File: config.mk
export PLATFORM = sky130hd
export DESIGN_NAME = seq_mult
export DESIGN_NICKNAME = d
export VERILOG_FILES = /design/src/rtl/seq_mult.sv
export SDC_FILE = /design/constraint.sdc
export NUM_CORES = 1
export LEC_CHECK = 0
export ABC_AREA = 1
export BUFFER_PORTS_ARGS = -buffer_cell sky130_fd_sc_hd__buf_2
export CAP_MARGIN = 5
export CORE_UTILIZATION = 50
export DETAILED_ROUTE_END_ITERATION = 6
export PLACE_DENSITY = 0.75
export SKIP_CTS_REPAIR_TIMING = 1
export SYNTH_ARGS = -nofsm -noshare
export SYNTH_HDL_FRONTEND = slang
export SYNTH_SLANG_ARGS = --single-unit
File: constraint.sdc
create_clock -name clk -period 4.3 [get_ports clk]
set_input_delay 0.86 -clock clk [delete_from_list [all_inputs] [get_ports clk]]
set_output_delay 0.86 -clock clk [all_outputs]
set_load 0.05 [all_outputs]
File: src/rtl/seq_mult.sv
// seq_mult: shift-add sequential multiplier, one multiplier bit per clock, valid/ready on both sides.
// Optional macro SEQ_MULT_SIGNED_EN adds a signed_mode input for two's-complement operands.
module seq_mult #(
    parameter int WIDTH = 4
) (
    input  logic               clk,
    input  logic               rst_n,
    input  logic               abort,
    input  logic               in_valid,
    output logic               in_ready,
    input  logic [WIDTH-1:0]   a,
    input  logic [WIDTH-1:0]   b,
`ifdef SEQ_MULT_SIGNED_EN
    input  logic               signed_mode,
`endif
    output logic               out_valid,
    input  logic               out_ready,
    output logic [2*WIDTH-1:0] p,
    output logic               busy
);

    localparam int CW = $clog2(WIDTH + 1);
    localparam logic [CW-1:0]      CNT_ZERO = {CW{1'b0}};
    localparam logic [CW-1:0]      CNT_ONE  = CW'(1);
    localparam logic [CW-1:0]      CNT_LAST = CW'(WIDTH - 1);
    localparam logic [WIDTH:0]     ZERO_W1  = {(WIDTH + 1){1'b0}};
    localparam logic [2*WIDTH-1:0] ZERO_P   = {(2 * WIDTH){1'b0}};

    typedef enum logic [1:0] {
        S_IDLE = 2'd0,
        S_CALC = 2'd1,
        S_DONE = 2'd2
    } state_t;

    state_t             state_q, state_d;
    logic               in_ready_q, in_ready_d;
    logic               out_valid_q, out_valid_d;
    logic               busy_q, busy_d;
    logic [WIDTH:0]     mcand_q, mcand_d;
    logic [WIDTH:0]     acc_q, acc_d;
    logic [WIDTH-1:0]   mq_q, mq_d;
    logic [CW-1:0]      cnt_q, cnt_d;
    logic [2*WIDTH-1:0] p_q, p_d;
    logic [WIDTH:0]     addend_s;
    logic [WIDTH:0]     sum_s;
    logic               shift_msb_s;
    logic               accept_s;
    logic               last_s;
`ifdef SEQ_MULT_SIGNED_EN
    logic               signed_q, signed_d;
`endif

    assign accept_s = in_valid & in_ready_q & ~abort;
    assign last_s   = (state_q == S_CALC) && (cnt_q == CNT_LAST);

    // State and registered handshake outputs
    always_ff @(posedge clk or negedge rst_n) begin
        if (!rst_n) begin
            state_q     <= S_IDLE;
            in_ready_q  <= 1'b1;
            out_valid_q <= 1'b0;
            busy_q      <= 1'b0;
        end else begin
            state_q     <= state_d;
            in_ready_q  <= in_ready_d;
            out_valid_q <= out_valid_d;
            busy_q      <= busy_d;
        end
    end

    // Next-state decode; abort overrides every transition
    always_comb begin
        state_d = state_q;
        if (abort) begin
            state_d = S_IDLE;
        end else begin
            case (state_q)
                S_IDLE: begin
                    if (in_valid) state_d = S_CALC;
                    else          state_d = S_IDLE;
                end
                S_CALC: begin
                    if (cnt_q == CNT_LAST) state_d = S_DONE;
                    else                   state_d = S_CALC;
                end
                S_DONE: begin
                    if (out_ready) state_d = S_IDLE;
                    else           state_d = S_DONE;
                end
                default: state_d = S_IDLE;
            endcase
        end
    end

    // Output decode from next state, so outputs come straight from flops
    always_comb begin
        in_ready_d  = 1'b0;
        out_valid_d = 1'b0;
        busy_d      = 1'b0;
        case (state_d)
            S_IDLE: in_ready_d = 1'b1;
            S_CALC: busy_d = 1'b1;
            S_DONE: begin
                out_valid_d = 1'b1;
                busy_d      = 1'b1;
            end
            default: in_ready_d = 1'b1;
        endcase
    end

    // One iteration of the add/subtract and the widened sum
    always_comb begin
        if (mq_q[0]) addend_s = mcand_q;
        else         addend_s = ZERO_W1;
`ifdef SEQ_MULT_SIGNED_EN
        // Final multiplier bit carries negative weight in two's complement
        if (signed_q && (cnt_q == CNT_LAST)) sum_s = acc_q - addend_s;
        else                                 sum_s = acc_q + addend_s;
        shift_msb_s = signed_q & sum_s[WIDTH];
`else
        sum_s       = acc_q + addend_s;
        shift_msb_s = 1'b0;
`endif
    end

    // Datapath next values: load on accept, shift while calculating, else hold
    always_comb begin
        mcand_d = mcand_q;
        acc_d   = acc_q;
        mq_d    = mq_q;
        cnt_d   = cnt_q;
        p_d     = p_q;
`ifdef SEQ_MULT_SIGNED_EN
        signed_d = signed_q;
`endif
        if (accept_s) begin
`ifdef SEQ_MULT_SIGNED_EN
            mcand_d  = {signed_mode & a[WIDTH-1], a};
            signed_d = signed_mode;
`else
            mcand_d = {1'b0, a};
`endif
            acc_d = ZERO_W1;
            mq_d  = b;
            cnt_d = CNT_ZERO;
        end else if ((state_q == S_CALC) && !abort) begin
            acc_d = {shift_msb_s, sum_s[WIDTH:1]};
            mq_d  = {sum_s[0], mq_q[WIDTH-1:1]};
            cnt_d = cnt_q + CNT_ONE;
            if (last_s) p_d = {acc_d[WIDTH-1:0], mq_d};
            else        p_d = p_q;
        end else begin
            cnt_d = cnt_q;
        end
    end

    // Datapath registers
    always_ff @(posedge clk or negedge rst_n) begin
        if (!rst_n) begin
            mcand_q <= ZERO_W1;
            acc_q   <= ZERO_W1;
            mq_q    <= {WIDTH{1'b0}};
            cnt_q   <= CNT_ZERO;
            p_q     <= ZERO_P;
`ifdef SEQ_MULT_SIGNED_EN
            signed_q <= 1'b0;
`endif
        end else begin
            mcand_q <= mcand_d;
            acc_q   <= acc_d;
            mq_q    <= mq_d;
            cnt_q   <= cnt_d;
            p_q     <= p_d;
`ifdef SEQ_MULT_SIGNED_EN
            signed_q <= signed_d;
`endif
        end
    end

    assign in_ready  = in_ready_q;
    assign out_valid = out_valid_q;
    assign busy      = busy_q;
    assign p         = p_q;

endmodule
==> flow_summary_export.csv <==
group,metric,value,unit
min_path,hold_depth,2,
power_and_ir_drop,seqPwrFrac,57.5,%
clocking,cts_num_sinks,28,
yosys,yosysSeqAreaShare,52.9,%
global_route,grt_antenna_before_repair,0,
detailed_routing,wl_per_cell,12.3,um
worst_setup_path,crit_path_start_kind,"register",
die,rows,18,
global_route,grt_start_max_net_pins,29,
cells_and_area,drive_above_1_share,23.3,%
worst_setup_path,r2r_cells,8,
die,die_h,53.5,um
clocking,clockBufferDepth,2,
die,die_w,53.5,um
yosys,synth_area_leaders,"dfrtp_1 (51%), nand2_1 (18%), ha_1 (6.6%), nand3_1 (3.4%), inv_1 (3.4%)",
placed_design,dp_hpwl,1.87,mm
die,ios,24,
sta,skew,0.00863,ns
sta,fin_tns_setup,0,ns
yosys,netlist_area,1330,um^2
cells_and_area,area_growth,14.2,%
detailed_routing,drt_iter0_drc,17,
die,initial_core_util,53.1,%
worst_setup_path,crit_cells,1,
detailed_routing,routed_wl,2.48,mm
clocking,cts_tree,"built",
yosys,yosys.cell_types.count,23,
detailed_routing,dr.pass1.iters,4,
worst_setup_path,crit_arrival,1.17,ns
sta,slew_headroom,58.6,%
outcome,status,"complete, no violations",
worst_setup_path,crit_buf_inv,1,
worst_setup_path,cp_slowest_cell,"dfstp_2",
cells_and_area,n_antenna_cell,0,
yosys,synth_top_cell_by_area,"dfrtp_1",
power_and_ir_drop,worst_ir_drop_vdd,260,uV
global_route,grt_util_all_layers,20.3,%
power_and_ir_drop,p_int,373,uW
global_route,first_global_vias,900,
detailed_routing,vias,1007,
yosys,syn_nets,166,
placed_design,place_congestion,0.805,
detailed_routing,ant_nets,0,
sta,fmax,491,MHz
cells_and_area,nets,194,
yosys,ys_warn_count,0,
power_and_ir_drop,switching_share,30.4,%
sta,fin_crit_sh,47.3,%
sta,worst_slew_pin_slew,0.620,ns
die,die_area,2860,um^2
sta,maxSlewViolCount,0,
worst_setup_path,worstSetupPathType,"reg -> out",
detailed_routing,viasPerCell,4.99,
detailed_routing,drcViolationCount,0,
power_and_ir_drop,p_leak,0.000886,uW
placed_design,portBuffers,23,
worst_setup_path,required,3.44,ns
cells_and_area,final_util,60.6,%
worst_setup_path,cp_top_family,"flip-flops",
yosys,syn_area_per_cell,9.15,um^2
sta,period_minus_slack,2.03,ns
worst_setup_path,cp-end-kind,"output pin",
clocking,htreeDepth,1,
sta,rsz0062_at_grt,"no",
sta,setup_viol,0,
cells_and_area,fillCellCount,226,
clocking,clkSlewWorstSetupHoldPaths,0.15,ns
power_and_ir_drop,comb_power_share,18.0,%
yosys,synthCells,145,
clocking,numCtsBuffers,3,
power_and_ir_drop,power_frac_clock,24.5,%
run,drv_cap,0,
worst_setup_path,crit_chain,"buf_2",
die,coreArea,2500,um^2
yosys,yosysTopAreaCellShare,50.9,%
sta,hold_viol,0,
power_and_ir_drop,p_sw,163,uW
power_and_ir_drop,power,537,uW
clocking,root_buffer,"clkbuf_4",
worst_setup_path,slowest_delay,0.58,ns
global_route,gr-total-overflow,0,
power_and_ir_drop,p_per_area,354,nW/um^2
worst_setup_path,cp_max_fo,3,
clocking,clk_latency,0.33,ns
min_path,worst_hold_path_type,"reg -> reg",
global_route,grt_pass1_wl,4.03,mm
yosys,synth-seq-cells,28,
[path summary, 6_finish.rpt]
| kind | slack, ns | start | to |
|---|---|---|---|
| max reg2reg | 2.66 | mq_q[0] | acc_q[3] |
| min | 0.49 | p[6] | p[6] |
| max | 2.27 | in_ready | in_ready |
| max in group asynchronous | 3.38 | rst_n | mq_q[2] |
| min in group asynchronous | 0.51 | rst_n | p[4] |
| min reg2reg | 0.49 | p[6] | p[6] |
[routing by layer]
metal  vias up  track usage [%]  wire length [um]
li1        510                -                 -
met1       472             26.2              1210
met2        23             34.2              1180
met3         2             3.45                79
met4         0             6.58                17
met5         -                0                 0
[stage by stage]
| stage | hold slack (ns) | worst slack (ns) | std cells | instance area (um^2) |
|---|---|---|---|---|
| after floorplan | 0.446 | 2.75 | 145 | 1330 |
| after global placement | 0.458 | 2.54 | 198 | 1480 |
| after detailed placement | 0.460 | 2.50 | 198 | 1480 |
| after CTS | 0.496 | 2.26 | 202 | 1520 |
| after global routing | 0.523 | 2.22 | 202 | 1520 |
| final | 0.490 | 2.27 | 202 | 1520 |
[cell type report]
class / count / area [um^2] / area share, %
repair buffers: 23 / 115 / 7.60
clock buffers: 4 / 36.3 / 2.39
multi-input cells: 102 / 568 / 37.5
flip-flops and latches: 28 / 702 / 46.3
inverters: 15 / 56.3 / 3.72
well taps: 30 / 37.5 / 2.48
[power groups by stage]
stage | combinational, uW | sequential [uW] | clock, uW
6_report | 96.8 | 308 | 131
5_1_grt | 110 | 312 | 141
4_1_cts | 98.1 | 308 | 133
3_5_place_dp | 97.8 | 313 | 0
3_3_place_gp | 95.7 | 312 | 0
2_1_floorplan | 54.4 | 324 | 0
[cells in the final DEF, fill, tap and decap left out]
| cell type | count |
|---|---|
| nand3_1 | 9 |
| a21oi_1 | 3 |
| o21ai_0 | 2 |
| nand4_4 | 1 |
| ha_1 | 7 |
| inv_1 | 12 |
| fa_1 | 1 |
| dfstp_2 | 1 |
| nand3_2 | 2 |
| nand2_1 | 62 |
| nor2_8 | 1 |
| dfrtp_1 | 27 |
| o211ai_1 | 1 |
| nor2_2 | 1 |
| o21ai_1 | 3 |
| nand3b_1 | 1 |
| clkbuf_4 | 3 |
| inv_2 | 3 |
| o22ai_1 | 2 |
| xor2_1 | 1 |
| nand2_2 | 2 |
| nor2_1 | 1 |
| clkbuf_8 | 1 |
| nor2_4 | 1 |
| buf_2 | 23 |
| nand2_4 | 1 |
[registers in the layout, indices dropped and copies added, names as in the netlist]
register   count
mq_q           4
p              8
busy           1
cnt_q          3
mcand_q        4
acc_q          4
in_ready       1
out_valid      1
state_q        2
[cell families (layout without fill, tap and decap cells)]
| kind of cell | after synthesis | in the layout | synth area share, % |
|---|---|---|---|
| XOR/XNOR | 1 | 1 | 0.660 |
| buffers and inverters | 15 | 42 | 4.24 |
| adder cells (fa/ha/maj) | 8 | 8 | 8.11 |
| AND/OR/NAND/NOR | 82 | 82 | 29.5 |
| AO/OA/AOI/OAI | 11 | 11 | 4.53 |
| flip-flops | 28 | 28 | 52.9 |
[synth_stat cells]
library cell / n
nand3_2: 2
inv_1: 12
inv_2: 3
nor2_4: 1
nand3b_1: 1
xor2_1: 1
o211ai_1: 1
nor2_2: 1
dfrtp_1: 27
o21ai_0: 2
nand2_4: 1
o22ai_1: 2
nand2_2: 2
nor2_8: 1
nand4_4: 1
o21ai_1: 3
nand3_1: 9
dfstp_2: 1
fa_1: 1
nand2_1: 62
ha_1: 7
nor2_1: 1
a21oi_1: 3
(Power assumes the default switching activity.)
